[src/rtl/ram_stream_reader_pkg.sv]
// Shared types and constants for the RAM-to-stream reader.
// FSM encoding, legal read latencies and buffer slack.
package ram_stream_reader_pkg;

  typedef enum logic [1:0] {
    IDLE  = 2'd0,
    ISSUE = 2'd1,
    DRAIN = 2'd2
  } state_e;

  localparam int RD_LAT_COMB = 1;
  localparam int RD_LAT_REG  = 2;
  localparam int FIFO_SLACK  = 2;

endpackage

[src/rtl/ram_stream_reader_fifo.sv]
// Small synchronous FIFO buffering RAM read data for the stream side.
// Depth need not be a power of two; pointers wrap explicitly.
module ram_stream_reader_fifo #(
  parameter int W     = 8,
  parameter int DEPTH = 4,
  localparam int PW   = $clog2(DEPTH),
  localparam int CW   = $clog2(DEPTH + 1)
) (
  input  logic          clk_i,
  input  logic          rst_n_i,
  input  logic          flush_i,
  input  logic          push_i,
  input  logic [W-1:0]  wdata_i,
  input  logic          pop_i,
  output logic [W-1:0]  rdata_o,
  output logic          empty_o,
  output logic [CW-1:0] count_o
);

  logic [W-1:0]  mem_q [DEPTH];
  logic [PW-1:0] wr_ptr_q, wr_ptr_d;
  logic [PW-1:0] rd_ptr_q, rd_ptr_d;
  logic [CW-1:0] cnt_q, cnt_d;
  logic          do_push, do_pop;

  function automatic logic [PW-1:0] bump(
    input logic [PW-1:0] p
  );
    return (p == PW'(DEPTH - 1)) ? '0 : p + 1'b1;
  endfunction

  always_comb begin
    do_push  = push_i & ~flush_i;
    do_pop   = pop_i & (cnt_q != '0) & ~flush_i;
    wr_ptr_d = do_push ? bump(wr_ptr_q) : wr_ptr_q;
    rd_ptr_d = do_pop ? bump(rd_ptr_q) : rd_ptr_q;
    cnt_d    = cnt_q + CW'(do_push) - CW'(do_pop);
    if (flush_i) begin
      wr_ptr_d = '0;
      rd_ptr_d = '0;
      cnt_d    = '0;
    end
  end

  always_ff @(posedge clk_i or negedge rst_n_i) begin
    if (!rst_n_i) begin
      wr_ptr_q <= '0;
      rd_ptr_q <= '0;
      cnt_q    <= '0;
    end else begin
      wr_ptr_q <= wr_ptr_d;
      rd_ptr_q <= rd_ptr_d;
      cnt_q    <= cnt_d;
    end
  end

  always_ff @(posedge clk_i or negedge rst_n_i) begin
    if (!rst_n_i) begin
      for (int i = 0; i < DEPTH; i++) begin
        mem_q[i] <= '0;
      end
    end else if (do_push) begin
      mem_q[wr_ptr_q] <= wdata_i;
    end
  end

  assign rdata_o = mem_q[rd_ptr_q];
  assign empty_o = (cnt_q == '0);
  assign count_o = cnt_q;

endmodule

[src/rtl/ram_stream_reader.sv]
// Reads len words from a RAM starting at base and streams them out.
// Define RAM_STREAM_READER_ABORT_EN to add the abort_i input.
module ram_stream_reader
  import ram_stream_reader_pkg::*;
#(
  parameter int DATA_WIDTH = 8,
  parameter int ADDR_WIDTH = 5,
  parameter int RD_LATENCY = 2
) (
  input  logic                  clk_i,
  input  logic                  rst_n_i,
  input  logic                  start_i,
  input  logic [ADDR_WIDTH-1:0] base_addr_i,
  input  logic [ADDR_WIDTH:0]   len_i,
  output logic                  busy_o,
  output logic                  done_o,
  output logic [ADDR_WIDTH-1:0] rd_addr_o,
  output logic                  rd_o,
  output logic                  output_reg_en_o,
  input  logic [DATA_WIDTH-1:0] rd_data_i,
  output logic [DATA_WIDTH-1:0] tdata_o,
  output logic                  tvalid_o,
  output logic                  tlast_o,
`ifdef RAM_STREAM_READER_ABORT_EN
  input  logic                  abort_i,
`endif
  input  logic                  tready_i
);

  localparam int DEPTH = RD_LATENCY + FIFO_SLACK;
  localparam int CW    = $clog2(DEPTH + 1);
  localparam int LW    = ADDR_WIDTH + 1;

  state_e                  state_q, state_d;
  logic [ADDR_WIDTH-1:0]   addr_q, addr_d;
  logic [LW-1:0]           len_q, len_d;
  logic [LW-1:0]           issue_cnt_q, issue_cnt_d;
  logic [LW-1:0]           beat_cnt_q, beat_cnt_d;
  logic                    busy_q, busy_d;
  logic                    done_pend_q, done_pend_d;
  logic [RD_LATENCY-1:0]   pipe_q, pipe_d;

  logic [CW-1:0]           fifo_cnt, infl_cnt;
  logic [CW:0]             occ;
  logic [DATA_WIDTH-1:0]   fifo_rdata;
  logic                    fifo_empty;
  logic                    credit_ok, issue;
  logic                    fire, last_beat, last_fire;
  logic                    kill;

`ifdef RAM_STREAM_READER_ABORT_EN
  assign kill = abort_i & (state_q != IDLE);
`else
  assign kill = 1'b0;
`endif

  // Every issued read owns a FIFO slot until its beat leaves.
  always_comb begin
    infl_cnt = '0;
    for (int i = 0; i < RD_LATENCY; i++) begin
      infl_cnt = infl_cnt + CW'(pipe_q[i]);
    end
  end

  assign occ       = {1'b0, fifo_cnt} + {1'b0, infl_cnt};
  assign credit_ok = occ < (CW + 1)'(DEPTH);
  assign issue     = (state_q == ISSUE) & credit_ok & ~kill;

  assign tvalid_o  = ~fifo_empty & ~kill;
  assign fire      = tvalid_o & tready_i;
  assign last_beat = (beat_cnt_q == (len_q - 1'b1));
  assign tlast_o   = tvalid_o & last_beat;
  assign tdata_o   = tvalid_o ? fifo_rdata : '0;
  assign last_fire = fire & last_beat & (state_q == DRAIN);

  assign done_o    = done_pend_q | last_fire;
  assign busy_o    = busy_q;
  assign rd_o      = issue;
  assign rd_addr_o = addr_q;

  assign output_reg_en_o = (RD_LATENCY == RD_LAT_REG) ? 1'b1 : 1'b0;

  always_comb begin
    pipe_d[0] = issue;
    for (int i = 1; i < RD_LATENCY; i++) begin
      pipe_d[i] = pipe_q[i-1];
    end
    if (kill) pipe_d = '0;
  end

  always_comb begin
    state_d     = state_q;
    addr_d      = addr_q;
    len_d       = len_q;
    issue_cnt_d = issue_cnt_q;
    beat_cnt_d  = beat_cnt_q;
    busy_d      = busy_q;
    done_pend_d = 1'b0;
    if (fire) beat_cnt_d = beat_cnt_q + 1'b1;
    if (done_o) busy_d = 1'b0;
    unique case (state_q)
      IDLE: begin
        if (start_i) begin
          addr_d      = base_addr_i;
          len_d       = len_i;
          issue_cnt_d = '0;
          beat_cnt_d  = '0;
          busy_d      = 1'b1;
          if (len_i == '0) done_pend_d = 1'b1;
          else             state_d     = ISSUE;
        end
      end
      ISSUE: begin
        if (issue) begin
          addr_d      = addr_q + 1'b1;
          issue_cnt_d = issue_cnt_q + 1'b1;
          if (issue_cnt_q == (len_q - 1'b1)) begin
            state_d = DRAIN;
          end
        end
      end
      DRAIN: begin
        if (last_fire) state_d = IDLE;
      end
      default: state_d = IDLE;
    endcase
    if (kill) begin
      state_d     = IDLE;
      done_pend_d = 1'b1;
    end
  end

  always_ff @(posedge clk_i or negedge rst_n_i) begin
    if (!rst_n_i) begin
      state_q     <= IDLE;
      addr_q      <= '0;
      len_q       <= '0;
      issue_cnt_q <= '0;
      beat_cnt_q  <= '0;
      busy_q      <= 1'b0;
      done_pend_q <= 1'b0;
      pipe_q      <= '0;
    end else begin
      state_q     <= state_d;
      addr_q      <= addr_d;
      len_q       <= len_d;
      issue_cnt_q <= issue_cnt_d;
      beat_cnt_q  <= beat_cnt_d;
      busy_q      <= busy_d;
      done_pend_q <= done_pend_d;
      pipe_q      <= pipe_d;
    end
  end

  ram_stream_reader_fifo #(
    .W     (DATA_WIDTH),
    .DEPTH (DEPTH)
  ) u_fifo (
    .clk_i   (clk_i),
    .rst_n_i (rst_n_i),
    .flush_i (kill),
    .push_i  (pipe_q[RD_LATENCY-1]),
    .wdata_i (rd_data_i),
    .pop_i   (fire),
    .rdata_o (fifo_rdata),
    .empty_o (fifo_empty),
    .count_o (fifo_cnt)
  );

endmodule

[config.mk]
export PLATFORM = sky130hd
export DESIGN_NAME = ram_stream_reader
export DESIGN_NICKNAME = d
export VERILOG_FILES = /design/src/rtl/ram_stream_reader_pkg.sv /design/src/rtl/ram_stream_reader_fifo.sv /design/src/rtl/ram_stream_reader.sv
export SDC_FILE = /design/constraint.sdc
export NUM_CORES = 1
export LEC_CHECK = 0
export BUFFER_PORTS_ARGS = -buffer_cell sky130_fd_sc_hd__buf_2
export CAP_MARGIN = 5
export CORE_MARGIN = 2
export CORE_UTILIZATION = 25
export DETAILED_ROUTE_END_ITERATION = 8
export GPL_ROUTABILITY_DRIVEN = 0
export HOLD_SLACK_MARGIN = 0.06
export SYNTH_ARGS = -nofsm -noshare
export SYNTH_HDL_FRONTEND = slang
export SYNTH_SLANG_ARGS = --single-unit
[constraint.sdc]
create_clock -name clk_i -period 5.55 [get_ports clk_i]
set_input_delay 1.11 -clock clk_i [delete_from_list [all_inputs] [get_ports clk_i]]
set_output_delay 1.11 -clock clk_i [all_outputs]
set_load 0.02 [all_outputs]
Yosys cells after proc, flatten, opt, wreduce, memory -nomap -nowiden
Index checks and enable logic that the tools add are counted.
{"block": "op_classes", "eq_ne": 11, "muxes": 30, "n_reduce_logical": 9, "order_cmp": 4, "bitwise_logic": 10, "add_sub_neg": 10}
{"cell": "bitwise mux 32 bit", "n": 1}
{"cell": "two-way mux 8 bit", "n": 4}
{"cell": "two-way mux 6 bit", "n": 5}
{"cell": "binary-select mux 8 bit (select 2 bit)", "n": 1}
{"cell": "demux 8 bit (select 2 bit)", "n": 1}
{"cell": "two-way mux 2 bit", "n": 7}
{"cell": "adder 6 x 1 -> 6 bit (second input constant)", "n": 2}
{"cell": "== test 6 bit", "n": 2}
{"cell": "case mux 6 bit (2 select lines)", "n": 1}
{"cell": "two-way mux 5 bit", "n": 2}
{"cell": "case mux 5 bit (2 select lines)", "n": 1}
{"cell": "!= test 2 bit (second input constant)", "n": 4}
{"cell": "bitwise AND 1 bit", "n": 6}
{"cell": "== test 2 bit (second input constant)", "n": 3}
{"cell": ">= comparator 3 bit (second input constant)", "n": 2}
{"cell": "zero test 6 bit", "n": 1}
{"cell": "two-way mux 1 bit", "n": 6}
{"cell": "NOT 2 -> 3 bit", "n": 2}
{"cell": "case mux 2 bit (3 select lines)", "n": 1}
{"cell": "subtractor 6 x 1 -> 6 bit (second input constant)", "n": 1}
{"cell": "adder 5 x 1 -> 5 bit (second input constant)", "n": 1}
{"cell": "AND reduction 5 bit", "n": 1}
{"cell": "adder 2 x 1 -> 2 bit (second input constant)", "n": 2}
{"cell": "adder 3 x 2 -> 4 bit", "n": 1}
{"cell": "16 further kinds", "n": 16}
{"block": "totals", "input_bits": 23, "regBits": 68, "elab_cells": 89, "out_inout_bits": 19}

Longest topological paths before layout
{"block": "logic_depth", "word_depth": 9, "mapped_depth": 9, "ltp_nobuf": 9}

Modules after synthesis
A second synthesis with hierarchy kept.
{"block": "unflattened", "cells_unflattened": 308, "hier_area_um2": 3644.7}
{"mod": "ram_stream_reader_fifo", "n_inst": 1, "area_each_um2": 1895.6, "cells_per_inst": 118}
{"mod": "ram_stream_reader", "n_inst": 1, "area_each_um2": 1749.2, "cells_per_inst": 190}

Worst setup path before layout
Ideal clock, no wire load.
{"block": "synth_path", "path_kind": "input to output", "startpoint": "in tready_i", "endpoint": "out done_o", "path_stages": 3, "slack_ns": 2.448, "t_required_ns": 4.440, "path_buffers": 0, "t_arrival_ns": 1.992, "path_cell_list": "nand2_1 -> or3_1 -> o21bai_1"}
{"block": "synth_between", "elab_chain_len": 4}
{"element": "start, declared", "line": "ram_stream_reader.sv:27", "source": "input logic tready_i"}
{"element": "bitwise AND 1 bit", "line": "ram_stream_reader.sv:70", "source": "assign fire = tvalid_o & tready_i;"}
{"element": "bitwise AND 1 bit (2 in a row)", "line": "ram_stream_reader.sv:74", "source": "assign last_fire = fire & last_beat & (state_q == DRAIN);"}
{"element": "bitwise OR 1 bit", "line": "ram_stream_reader.sv:76", "source": "assign done_o = done_pend_q | last_fire;"}
{"element": "end, declared", "line": "ram_stream_reader.sv:16", "source": "output logic done_o,"}
No other way between the ends.

Worst setup path in the final report
{"block": "layout_path", "startpoint": "reg len_q[0]", "endpoint": "out done_o"}
{"block": "layout_between", "elab_chain_len": 5}
{"element": "start, declared", "line": "ram_stream_reader.sv:36", "source": "logic [LW-1:0] len_q, len_d;"}
{"element": "start signal, assigned", "line": "ram_stream_reader.sv:146", "source": "len_q <= len_d;"}
{"element": "subtractor 6 x 1 -> 6 bit", "line": "ram_stream_reader.sv:71", "source": "assign last_beat = (beat_cnt_q == (len_q - 1'b1));"}
{"element": "== test 6 bit", "line": "ram_stream_reader.sv:71"}
{"element": "bitwise AND 1 bit (2 in a row)", "line": "ram_stream_reader.sv:74"}
{"element": "bitwise OR 1 bit", "line": "ram_stream_reader.sv:76"}
No other way between the ends.

==> results.env <==
INITIAL_ANTENNA_VIOLATION_COUNT=0
SYNTHTOPCELLSBYAREA='sky130_fd_sc_hd__dfrtp_1, sky130_fd_sc_hd__mux2_2, sky130_fd_sc_hd__mux4_2'
ROOT_BUFFER='sky130_fd_sc_hd__clkbuf_16'
FIRST_GLOBAL_VIAS=2419
POSTROUTEANTENNANETS=0
FIRSTDRTPASSITERS=4
FIN_NETS=385
CLOCK_LATENCY_PS=330
TIMING.CRITICAL_PATH.FROM_TYPE='flop'
CRITICAL_PATH_ARRIVAL_PS=2450
TRITONCTS.NUM_BUFFERS=9
CTS.SINK_COUNT=68
PORTBUFFERS=40
HOLD_CLASS='reg2reg'
SYNTHFLOPTYPE='sky130_fd_sc_hd__dfrtp_1'
CTS_TREE='built'
YS_SEQ_AREA_FRAC=0.479
CAP_VIOLATIONS=0
ROUTED_WL_MM=7.12
OUTCOME='completed'
P_LEAK_uW=0.00189
DESIGN.DIE.AREA_MM2=0.0152
GRT.BUSIEST_LAYER='met2'
SYNTH.AVG_CELL_AREA_UM2=11.5
CRITPATHKIND='reg2out'
TIGHTEST_SLEW_PS=861
GRTUSAGETOTAL=0.103
ROW_COUNT=43
GRT_FIRST_PASS_WIRELENGTH_MM=11.8
DIE_H_UM=123
DRT_ITER0_DRC=60
MIN_PERIOD_PS=3560
POSTLAYOUTSETUPSLACKWORST_PS=1990
POST_DRT_VIA_CELL_RATIO=4.48
YS_FF_LATCH=68
FINALHOLDVIOLCOUNT=0
DETAILEDPLACE.WORSTSLACK_PS=2330
SYNTH-EDFF-COUNT=0
NETLIST_TOP_CELLS_COUNT='sky130_fd_sc_hd__dfrtp_1, sky130_fd_sc_hd__nand2_1, sky130_fd_sc_hd__mux2_2'
ACHIEVABLE-FREQUENCY_MHz=281
ROUTE.DETAILED.WL_PER_INST_UM=13.4
N_ANTENNA_CELL=0
GRT_REMAINING_OVERFLOW=0
DESIGN.CORE.AREA_MM2=0.0139
SYN_TO_FINAL_GROWTH_PCT=20.4
CHIPWIDTH_UM=123
VDD.IR_DROP.WORST_V=0.000333
SYN-NUM-NETS=346
TIMING.CRITICAL_PATH.TO_TYPE='output port'
FIN_CELLS=533
MULTIINPUTGATEAREA_MM2=0.00173
INITIAL_CORE_UTIL=0.256
CTS.CLK_SLEW.WORST_PATHS_PS=50
PLACE_INST=517
SYNTHDOMINANTAREACELLTYPE='sky130_fd_sc_hd__dfrtp_1'
YOSYS_WARNINGS=0
FLOORPLAN.IO_PINS=42
FINISH.UTILIZATION=0.308
AREA.SEQUENTIAL_MM2=0.00170
TOTAL_NEGATIVE_SLACK_FOR_SETUP_CHECKS_PS=0
FINCLKSKEW_PS=3.27
VIA_COUNT=2390
CLOCK_PATH_BUFFERS=2
FIN_CRIT_SH=0.641
SYNTH_CELL_TYPES=49
NETLIST.AREA_LEADER.SHARE=0.479
CTS_MAX_LEVEL=3
HPWLAFTERDP_MM=5.04
GRT_START_MAX_NET_PINS=69
POST_ROUTE_CELLS_DRIVE_ABOVE_1_SHARE=0.306
SYNTH_ASYNC_SR_FLOP_SHARE=1.00
MAXSLEWVIOLCOUNT=0
NETLIST_INSTANCES=309
SETUP_VIOL_COUNT_FINAL=0
CTS_HOLD_BUFFERS=0
CRIT_PATH_MAX_FANOUT=7
GR-USAGE-MET3=0.0429
LAYOUT.FILLER_CELLS=1408
GLOBAL_ROUTING_MET2_RESOURCE_UTILIZATION=0.166
UNREPAIRED_SETUP_ENDPOINTS_AFTER_GLOBAL_ROUTING='false'
POST_CTS_BUFFERS=0
POWER.DENSITY_mW_PER_MM2=669
ROUTE.DETAILED.DRC=0
CTS-RESIZED-GATES=0
REQUIRED_PS=4440
SLEW-LIMIT-HEADROOM=0.426
SYNTHMOSTINSTANTIATEDCELL='sky130_fd_sc_hd__dfrtp_1'
MET1_USAGE=0.124
CELL_AREA_AFTER_SYNTHESIS_MM2=0.00356
[where the power goes]
part	leakage [µW]	switching (µW)	internal, µW
Clock	0.000173	208	485
Combinational	0.000895	611	592
Sequential	0.000820	237	729
[stage by stage]
step	hold slack, ps	total power, µW	area (µm²)
after CTS	398	2900	4280
after floorplan	360	1890	3560
after detailed placement	378	2190	3920
after global routing	411	3100	4280
after global placement	379	2140	3920
final	394	2860	4280
[path summary, 6_finish.rpt]
path / startpoint / end / depth (start not counted) / slack [ps]
worst min register to register: pipe_q[0] / pipe_q[1] / 0 / 390
max in group asynchronous: rst_n_i / rd_addr_o[1] / 2 / 4020
min in group asynchronous: rst_n_i / u_fifo.mem_q[21] / 2 / 960
worst min-delay path: pipe_q[0] / pipe_q[1] / 0 / 390
worst max-delay path: len_q[0] / done_o / 8 / 1990
worst max register to register: u_fifo.count_o[1] / u_fifo.count_o[2] / 9 / 2950
[sequential cells by signal, summed over array words and instances (netlist names), 2 cells and up]
register	flops
len_q	6
issue_cnt_q	6
rd_addr_o	5
u_fifo.wr_ptr_q	2
beat_cnt_q	6
u_fifo.rd_ptr_q	2
pipe_q	2
state_q	2
u_fifo.count_o	3
u_fifo.mem_q	32
[logic make-up after synthesis]
| family | Yosys count | synth area share |
|---|---|---|
| other | 1 | 0.00105 |
| buffers and inverters | 26 | 0.0341 |
| adder cells (fa/ha/maj) | 14 | 0.0514 |
| multiplexers | 41 | 0.155 |
| AO/OA/AOI/OAI | 34 | 0.0662 |
| XOR/XNOR | 24 | 0.0612 |
| flip-flops | 68 | 0.479 |
| AND/OR/NAND/NOR | 101 | 0.153 |
[cells in the final DEF, fill, tap and decap left out, types with 11 or more instances in the layout]
master                     n
sky130_fd_sc_hd__mux2_2   32
sky130_fd_sc_hd__dfrtp_1  68
sky130_fd_sc_hd__buf_2    40
sky130_fd_sc_hd__inv_1    11
sky130_fd_sc_hd__ha_1     13
sky130_fd_sc_hd__nand2_1  36
sky130_fd_sc_hd__nor2_1   12
sky130_fd_sc_hd__xor2_1   14
[layer usage]
metal	vias to the layer above	routed length [µm]
li1	1163	-
met1	1164	3290
met2	52	3300
met3	11	403
met4	0	124
met5	-	0
[critical path, cell delays in order (launching register included)]
cell                       delay, ps
sky130_fd_sc_hd__dfrtp_1         450
sky130_fd_sc_hd__inv_1            90
sky130_fd_sc_hd__ha_1            290
sky130_fd_sc_hd__nand2b_1        170
sky130_fd_sc_hd__a21oi_1         280
sky130_fd_sc_hd__a221oi_2        110
sky130_fd_sc_hd__or3_1           390
sky130_fd_sc_hd__o21bai_1        130
sky130_fd_sc_hd__buf_2           190
[cell type report]
| cell class | count | area share |
|---|---|---|
| clock buffer | 10 | 0.0535 |
| tap | 180 | 0.0526 |
| timing repair buffer | 41 | 0.0485 |
| sequential | 68 | 0.397 |
| clock inverter | 6 | 0.0319 |
| inverter | 13 | 0.0114 |
| multi-input combinational | 215 | 0.405 |
Note: power is estimated with default switching activity, not from simulation.
